--- src/rtl/bus_arbiter.sv ---
// ---------------------------------------------------------------------------
// bus_arbiter
//   Round-robin arbiter for two initiators on the shared serial system bus.
//   It grants one initiator at a time and muxes that initiator's serial lines
//   onto the shared bus. Between two ownerships it inserts one TURN cycle in
//   which the bus is driven to zero.
//
//   Optional feature: define BUS_ARB_TIMEOUT_EN to build in the hold watchdog.
//   With it, a grant held for MAX_HOLD cycles is preempted, and the preempted
//   initiator is masked until it drops its request. Without it, timeout is 0.
//
// Ports
//   clk, rst_n                      bus clock, async active-low reset
//   m{1,2}_req                      level request, held for the transaction
//   m{1,2}_data_out/_valid/_mode    initiator serial lines
//   m{1,2}_grant                    registered grant (one-hot or zero)
//   bus_data_out/_valid, bus_mode   muxed shared-bus lines (zero when idle)
//   bus_busy                        high while either grant is high
//   timeout                         one-cycle pulse in the TURN after preemption
// ---------------------------------------------------------------------------
module bus_arbiter #(
  parameter int MAX_HOLD = 256
) (
  input  logic clk,
  input  logic rst_n,
  input  logic m1_req,
  input  logic m2_req,
  input  logic m1_data_out,
  input  logic m2_data_out,
  input  logic m1_data_out_valid,
  input  logic m2_data_out_valid,
  input  logic m1_mode,
  input  logic m2_mode,
  output logic m1_grant,
  output logic m2_grant,
  output logic bus_data_out,
  output logic bus_data_out_valid,
  output logic bus_mode,
  output logic bus_busy,
  output logic timeout
);

  typedef enum logic [1:0] {IDLE, GRANT1, GRANT2, TURN} state_t;

  state_t state_q, state_d;
  // 1 when the most recent owner was initiator 2; resets to 1 so initiator 1
  // wins the first tie.
  logic   last2_q, last2_d;
  logic   elig1, elig2;

`ifdef BUS_ARB_TIMEOUT_EN
  localparam logic [15:0] HOLD_LAST = 16'(MAX_HOLD - 1);

  logic [15:0] hold_cnt_q, hold_cnt_d;
  logic        mask1_q, mask1_d;
  logic        mask2_q, mask2_d;
  logic        timeout_q, timeout_d;
  logic        hold_expired;

  assign hold_expired = (hold_cnt_q == HOLD_LAST);
  assign elig1        = m1_req & ~mask1_q;
  assign elig2        = m2_req & ~mask2_q;
  assign timeout      = timeout_q;
`else
  logic unused_max_hold;

  assign unused_max_hold = ^(32'(MAX_HOLD));
  assign elig1           = m1_req;
  assign elig2           = m2_req;
  assign timeout         = 1'b0;
`endif

  // Arbitration decision shared by IDLE and TURN.
  function automatic state_t pick(input logic e1, input logic e2, input logic last2);
    if (e1 && e2) pick = last2 ? GRANT1 : GRANT2;
    else if (e1)  pick = GRANT1;
    else if (e2)  pick = GRANT2;
    else          pick = IDLE;
  endfunction

  always_comb begin
    state_d = state_q;
    last2_d = last2_q;
`ifdef BUS_ARB_TIMEOUT_EN
    timeout_d = 1'b0;
    // A mask lasts until the request is sampled low.
    mask1_d   = mask1_q & m1_req;
    mask2_d   = mask2_q & m2_req;
    // Counter sits at zero outside grant states, so every grant starts at 0.
    hold_cnt_d = ((state_q == GRANT1) || (state_q == GRANT2)) ? hold_cnt_q + 16'd1 : 16'd0;
`endif
    case (state_q)
      IDLE, TURN: state_d = pick(elig1, elig2, last2_q);
      GRANT1: begin
        if (!m1_req) begin
          state_d = TURN;
          last2_d = 1'b0;
        end
`ifdef BUS_ARB_TIMEOUT_EN
        else if (hold_expired) begin
          state_d   = TURN;
          last2_d   = 1'b0;
          timeout_d = 1'b1;
          mask1_d   = 1'b1;
        end
`endif
      end
      GRANT2: begin
        if (!m2_req) begin
          state_d = TURN;
          last2_d = 1'b1;
        end
`ifdef BUS_ARB_TIMEOUT_EN
        else if (hold_expired) begin
          state_d   = TURN;
          last2_d   = 1'b1;
          timeout_d = 1'b1;
          mask2_d   = 1'b1;
        end
`endif
      end
      default: state_d = IDLE;
    endcase
  end

  always_ff @(posedge clk or negedge rst_n) begin
    if (!rst_n) begin
      state_q    <= IDLE;
      last2_q    <= 1'b1;
`ifdef BUS_ARB_TIMEOUT_EN
      hold_cnt_q <= 16'd0;
      mask1_q    <= 1'b0;
      mask2_q    <= 1'b0;
      timeout_q  <= 1'b0;
`endif
    end else begin
      state_q    <= state_d;
      last2_q    <= last2_d;
`ifdef BUS_ARB_TIMEOUT_EN
      hold_cnt_q <= hold_cnt_d;
      mask1_q    <= mask1_d;
      mask2_q    <= mask2_d;
      timeout_q  <= timeout_d;
`endif
    end
  end

  assign m1_grant = (state_q == GRANT1);
  assign m2_grant = (state_q == GRANT2);
  assign bus_busy = m1_grant | m2_grant;

  // Zero-latency mux; bus is quiet in IDLE and TURN.
  always_comb begin
    bus_data_out       = 1'b0;
    bus_data_out_valid = 1'b0;
    bus_mode           = 1'b0;
    if (m1_grant) begin
      bus_data_out       = m1_data_out;
      bus_data_out_valid = m1_data_out_valid;
      bus_mode           = m1_mode;
    end else if (m2_grant) begin
      bus_data_out       = m2_data_out;
      bus_data_out_valid = m2_data_out_valid;
      bus_mode           = m2_mode;
    end
  end

endmodule

--- config.mk ---
export PLATFORM = sky130hd
export DESIGN_NAME = bus_arbiter
export DESIGN_NICKNAME = d
export VERILOG_FILES = /design/src/rtl/bus_arbiter.sv
export SDC_FILE = /design/constraint.sdc
export NUM_CORES = 1
export LEC_CHECK = 0
export ABC_CLOCK_PERIOD_IN_PS = 4400
export CELL_PAD_IN_SITES_DETAIL_PLACEMENT = 1
export CELL_PAD_IN_SITES_GLOBAL_PLACEMENT = 2
export CORE_UTILIZATION = 18
export DETAILED_ROUTE_END_ITERATION = 7
export PLACE_DENSITY_LB_ADDON = 0.1
export SLEW_MARGIN = 15
export SYNTH_ARGS = -nofsm -noshare
export SYNTH_HDL_FRONTEND = slang
export SYNTH_SLANG_ARGS = --single-unit
--- constraint.sdc ---
create_clock -name clk -period 4.4 [get_ports clk]
set_clock_uncertainty 0.2 [all_clocks]
set_input_delay 1.1 -clock clk [delete_from_list [all_inputs] [get_ports clk]]
set_output_delay 1.1 -clock clk [all_outputs]
set_load 0.01 [all_outputs]
==> results of run 1 <==
## state kept, by name, indices dropped and copies added (netlist names)
| register | count |
|---|---|
| state_q | 2 |
| last2_q | 1 |
## power groups by stage
stage	Clock, mW	Combinational (mW)	Sequential [mW]
2_1_floorplan	0	0.0954	0.0547
3_3_place_gp	0	0.178	0.0574
3_5_place_dp	0	0.179	0.0586
4_1_cts	0.0499	0.180	0.0582
5_1_grt	0.0518	0.195	0.0601
6_report	0.0473	0.175	0.0574
## tightest hold or removal path, stage by stage (launching register included)
cell     delay (ns)
dfstp_2        0.37
inv_1          0.04
o21ai_0        0.08
## logic make-up after synthesis
group                    count (synthesis)  synth area share
AO/OA/AOI/OAI                           13             0.351
buffers and inverters                    6             0.102
adder cells (fa/ha/maj)                  4             0.195
flip-flops                               3             0.298
AND/OR/NAND/NOR                          2            0.0390
other                                    1            0.0146
## through the flow
step	hold WS, ns	cells	cell area (um2)	util
6_report	0.301	62	444	0.337
5_1_grt	0.347	62	444	0.337
3_5_place_dp	0.299	58	418	0.317
3_3_place_gp	0.299	58	418	0.317
4_1_cts	0.307	62	444	0.337
2_1_floorplan	0.270	29	256	-
## per-layer routing
metal  share of wire  GRT usage
met1            0.43      0.118
met2            0.53      0.172
met3           0.037     0.0568
met4               0          0
met5               0          0
## cell usage after synthesis
library cell and count:
conb_1 1, a22o_1 3, buf_4 1, a31oi_1 1, a21boi_0 2, inv_1 5
a21oi_1 1, ha_1 4, nor2_1 1, nor2b_1 1, o21ai_0 5, dfstp_2 1
a22oi_2 1, dfrtp_1 2
## cell usage in the layout (no fill, tap or decap)
| cell type | n |
|---|---|
| dfrtp_1 | 2 |
| a22oi_2 | 1 |
| clkbuf_1 | 1 |
| a22o_1 | 3 |
| o21ai_0 | 5 |
| dfstp_2 | 1 |
| a21boi_0 | 2 |
| ha_1 | 4 |
| clkbuf_4 | 3 |
| nor2_1 | 1 |
| conb_1 | 1 |
| a21oi_1 | 1 |
| inv_1 | 5 |
| a31oi_1 | 1 |
| clkdlybuf4s50_1 | 15 |
| nor2b_1 | 1 |
## worst min path at each step
stage            start      end  cells past startpoint
3_3_place_gp   last2_q  last2_q                      2
5_1_grt        last2_q  last2_q                      2
4_1_cts        last2_q  last2_q                      2
2_1_floorplan  last2_q  last2_q                      2
6_report       last2_q  last2_q                      2
3_5_place_dp   last2_q  last2_q                      2
## cell type report
type	count	area (um2)
Fill cell	157	873
Multi-Input combinational cell	20	154
Timing Repair Buffer	15	150
Sequential cell	3	76.3
Clock buffer	4	26.3
Inverter	5	18.8
Tap cell	15	18.8
==> impl_metrics.toml, run 1 <==
[power_and_ir_drop]
total_power_mw = 0.280
combinationalPowerShare = 0.626
power_leakage_nw = 0.197
p_switching_mw = 0.105
power.share.switching = 0.376
worst_ir_drop_vdd_uv = 274
clock_power_share = 0.169
internal_power_mw = 0.175
powerDensity_nw_per_um2 = 631
seqPwrFrac = 0.205

[detailed_routing]
vias_per_cell = 4.27
route.vias.total = 265
drt-wirelength-per-cell_um = 11.3
drt_pre_antenna_iters = 3
dr.first_iter.drc_count = 1
ant_nets = 0
totalWireLength_um = 700
drc_errors = 0

[layout]
final_net_count = 62
n_antenna_cell = 0
synthToLayoutAreaGrowth_pct = 73.2
drive_gt1_frac = 0.106

[clocking]
cts_htree_levels = 1
cts-hold-fix-buffers = 0
numClockSinks = 3
clock_path_buffers = 2
tritoncts.num_buffers = 3
clk_pin_slew_worst_paths_ns = 0.04
clock_tree.root_cell = "clkbuf_4"
cts_resized = 0
cts_setup_buffers = 0
cts_tree = "done"
worst_skew_pair.late_latency_ns = 0.23

[grt]
overflow = 0
gr-usage-all-layers = 0.102
antenna_found_initial = 0
grt_pass1_wl_um = 1070
vias_in_the_first_global_route = 255
grt_max_degree = 9

[floorplan]
num_rows = 13
initial_core_util = 0.195
core_region_area_um2 = 1320
dieHeight_um = 39.8
fp.dieArea_um2 = 1580
die_w_um = 39.8
design.portCount = 17

[run_status]
status = "finished clean"

[worst_setup_path]
worstPathArrival_ns = 2.23
worst-r2r-cell-count = 5
path_common_cell = "clkdlybuf4s50_1"
timing.critical_path.to_type = "output port"
worst_reg_to_reg_setup_slack_ns = 2.93
crit_fanout = 1
startpoint_type = "input port"
crit_slowest_cell = "clkdlybuf4s50_1"
regToRegStartpoint = "state_q[1]"
crit_path_cell_trace = "clkdlybuf4s50_1 -> a22o_1 -> clkdlybuf4s50_1"
cpLargestDelayFamily = "buffers and inverters"
timing.critical_path.to = "bus_data_out_valid"
critical-path-max-stage-delay_ns = 0.53
critPathKind = "input port to output port"
rr_endpoint = "state_q[0]"
crit_buf_inv = 2
cp.required_ns = 3.10
cp.depth = 3
startpoint = "m1_data_out_valid"

[synth]
seq_total_area_yosys = 0.298
yosysUniqueCellTypes = 14
ys_ff_latch = 3
synth_top_area_frac = 0.195
yosysWarnings = 0
synthCells = 29
mappedNetlistArea_um2 = 256
mappedNetlistNets = 43
syn_avg_cell_area_um2 = 8.84
synth_top_area_cell = "dfrtp_1"
netlist_top_cells_area = "dfrtp_1 (20%), ha_1 (20%), dfstp_2 (10%)"

[timing]
smallest_setup_slack_after_layout_ns = 0.866
period_needed_ns = 3.53
max_freq_ghz = 0.283
setup-tns-final_ns = 0
rsz0062_at_grt = "no"
final_hold_viol_count = 0
post-route-period-util = 0.803
final-setup-viol-count = 0
report.final.slew_viol_count = 0

[place]
post-dp-hpwl_um = 587
finalWeightedCongestion = 0.691
pre_cts_ws_ns = 0.860
buffer_ports.inserted = 15

[min_path]
hold_path.class = "flip-flop to flip-flop"

[job]
timing.max_cap.violations = 0
Power figures use the tool's default switching activity.
==> run 2: changes to the inputs <==
ABC_CLOCK_PERIOD_IN_PS = 3500   (was 4400)
CORE_UTILIZATION = 16   (was 18)
clock period = 3.5 ns   (was 4.4 ns; I/O delays follow)
==> impl_metrics.toml, run 2 (synthesis results as in run 1) <==
[run_status]
status = "finished clean"

[power_and_ir_drop]
worst_ir_drop_vdd_uv = 394
seqPwrFrac = 0.203
power.share.switching = 0.392
combinationalPowerShare = 0.624
p_switching_mw = 0.142
powerDensity_nw_per_um2 = 814
power_leakage_nw = 0.197
internal_power_mw = 0.220
total_power_mw = 0.362
clock_power_share = 0.174

[clocking]
cts_tree = "done"
numClockSinks = 3
clock_tree.root_cell = "clkbuf_4"
cts_resized = 0
worst_skew_pair.late_latency_ns = 0.24
clk_pin_slew_worst_paths_ns = 0.04
tritoncts.num_buffers = 3
cts_setup_buffers = 0
cts_htree_levels = 1
clock_path_buffers = 2
cts-hold-fix-buffers = 0

[detailed_routing]
route.vias.total = 276
drt-wirelength-per-cell_um = 12.7
dr.first_iter.drc_count = 5
vias_per_cell = 4.38
drc_errors = 0
drt_pre_antenna_iters = 2
ant_nets = 0
totalWireLength_um = 803

[grt]
grt_pass1_wl_um = 1170
grt_max_degree = 9
overflow = 0
gr-usage-all-layers = 0.0994
antenna_found_initial = 0
vias_in_the_first_global_route = 267

[layout]
fillCellCount = 184
synthToLayoutAreaGrowth_pct = 73.7
area_of_the_multi_input_gates_um2 = 154
reg.largest.list = "state_q x2, last2_q x1"
largest_register_ff_count = 2
mostFrequentLayoutCells = "clkdlybuf4s50_1 (15), inv_1 (5), o21ai_0 (5)"
largest_register = "state_q"
final_net_count = 62
regArea_um2 = 76.3
n_antenna_cell = 0
layout.cells.most_common = "clkdlybuf4s50_1"
drive_gt1_frac = 0.106

[worst_setup_path]
cp.required_ns = 2.42
rr_endpoint = "state_q[1]"
worstPathArrival_ns = 2.01
startpoint_type = "input port"
critPathKind = "input port to output port"
regToRegStartpoint = "state_q[1]"
crit_fanout = 1
timing.critical_path.to_type = "output port"
worst_reg_to_reg_setup_slack_ns = 2.00
worst-r2r-cell-count = 5

[floorplan]
fp.dieArea_um2 = 1770
dieHeight_um = 42.0
die_w_um = 42.0
design.portCount = 17
initial_core_util = 0.170
num_rows = 14
core_region_area_um2 = 1510

[timing]
setup-tns-final_ns = 0
report.final.slew_viol_count = 0
rsz0062_at_grt = "no"
max_freq_ghz = 0.324
period_needed_ns = 3.08
final-setup-viol-count = 0
post-route-period-util = 0.881
final_hold_viol_count = 0

[place]
buffer_ports.inserted = 15
post-dp-hpwl_um = 638
finalWeightedCongestion = 0.715

[min_path]
hold_start = "last2_q"
worstHoldPathCells = 2
hold_path.class = "flip-flop to flip-flop"
timing.hold.worst_endpoint = "last2_q"

[job]
timing.max_cap.violations = 0
## run 2: cell counts in the layout (fill, tap and decap cells not counted)
Identical to the previous run, type by type.
## run 2: area by class of cell
class,instances,share of cell area
clock buffer,4,0.0590
tap,16,0.0449
sequential,3,0.171
timing repair buffer,15,0.337
multi-input combinational,20,0.346
inverter,5,0.0421
## run 2: worst max-delay path, stage by stage
cell and delay (ns):
clkdlybuf4s50_1 0.46, a22o_1 0.13, clkdlybuf4s50_1 0.54
## run 2: metal layers
metal  vias up  GRT usage  routed length, um
li1        134          -                  -
met1       129     0.0987                350
met2         9      0.147                373
met3         4     0.0388                 42
met4         0      0.113                 36
met5         -          0                  0
## run 2: worst max-delay path by stage
stage | from | slack (ns) | cells past startpoint | endpoint
final | m1_data_out_valid | 0.42 | 3 | bus_data_out_valid
after global routing | m1_data_out | 0.39 | 3 | bus_data_out
after CTS | m1_data_out_valid | 0.41 | 3 | bus_data_out_valid
after detailed placement | m1_data_out_valid | 0.41 | 3 | bus_data_out_valid
after global placement | m1_mode | 0.43 | 3 | bus_mode
after floorplan | m1_data_out | 1.31 | 1 | bus_data_out
## run 2: per-stage QoR
step,util,instance area (um2),hold WS [ns],setup slack (ns),std cells
after floorplan,-,256,0.270,1.31,29
after global placement,0.278,419,0.307,0.433,59
after detailed placement,0.278,419,0.308,0.413,59
after CTS,0.296,445,0.314,0.412,63
after global routing,0.296,445,0.351,0.395,63
final,0.296,445,0.304,0.417,63
## run 2: power by group through the flow
stage                     clock network (mW)  logic [mW]  registers, mW
after floorplan                            0       0.120         0.0688
after global placement                     0       0.227         0.0723
after detailed placement                   0       0.229         0.0744
after CTS                             0.0654       0.230         0.0740
after global routing                  0.0685       0.248         0.0768
final                                 0.0629       0.226         0.0734
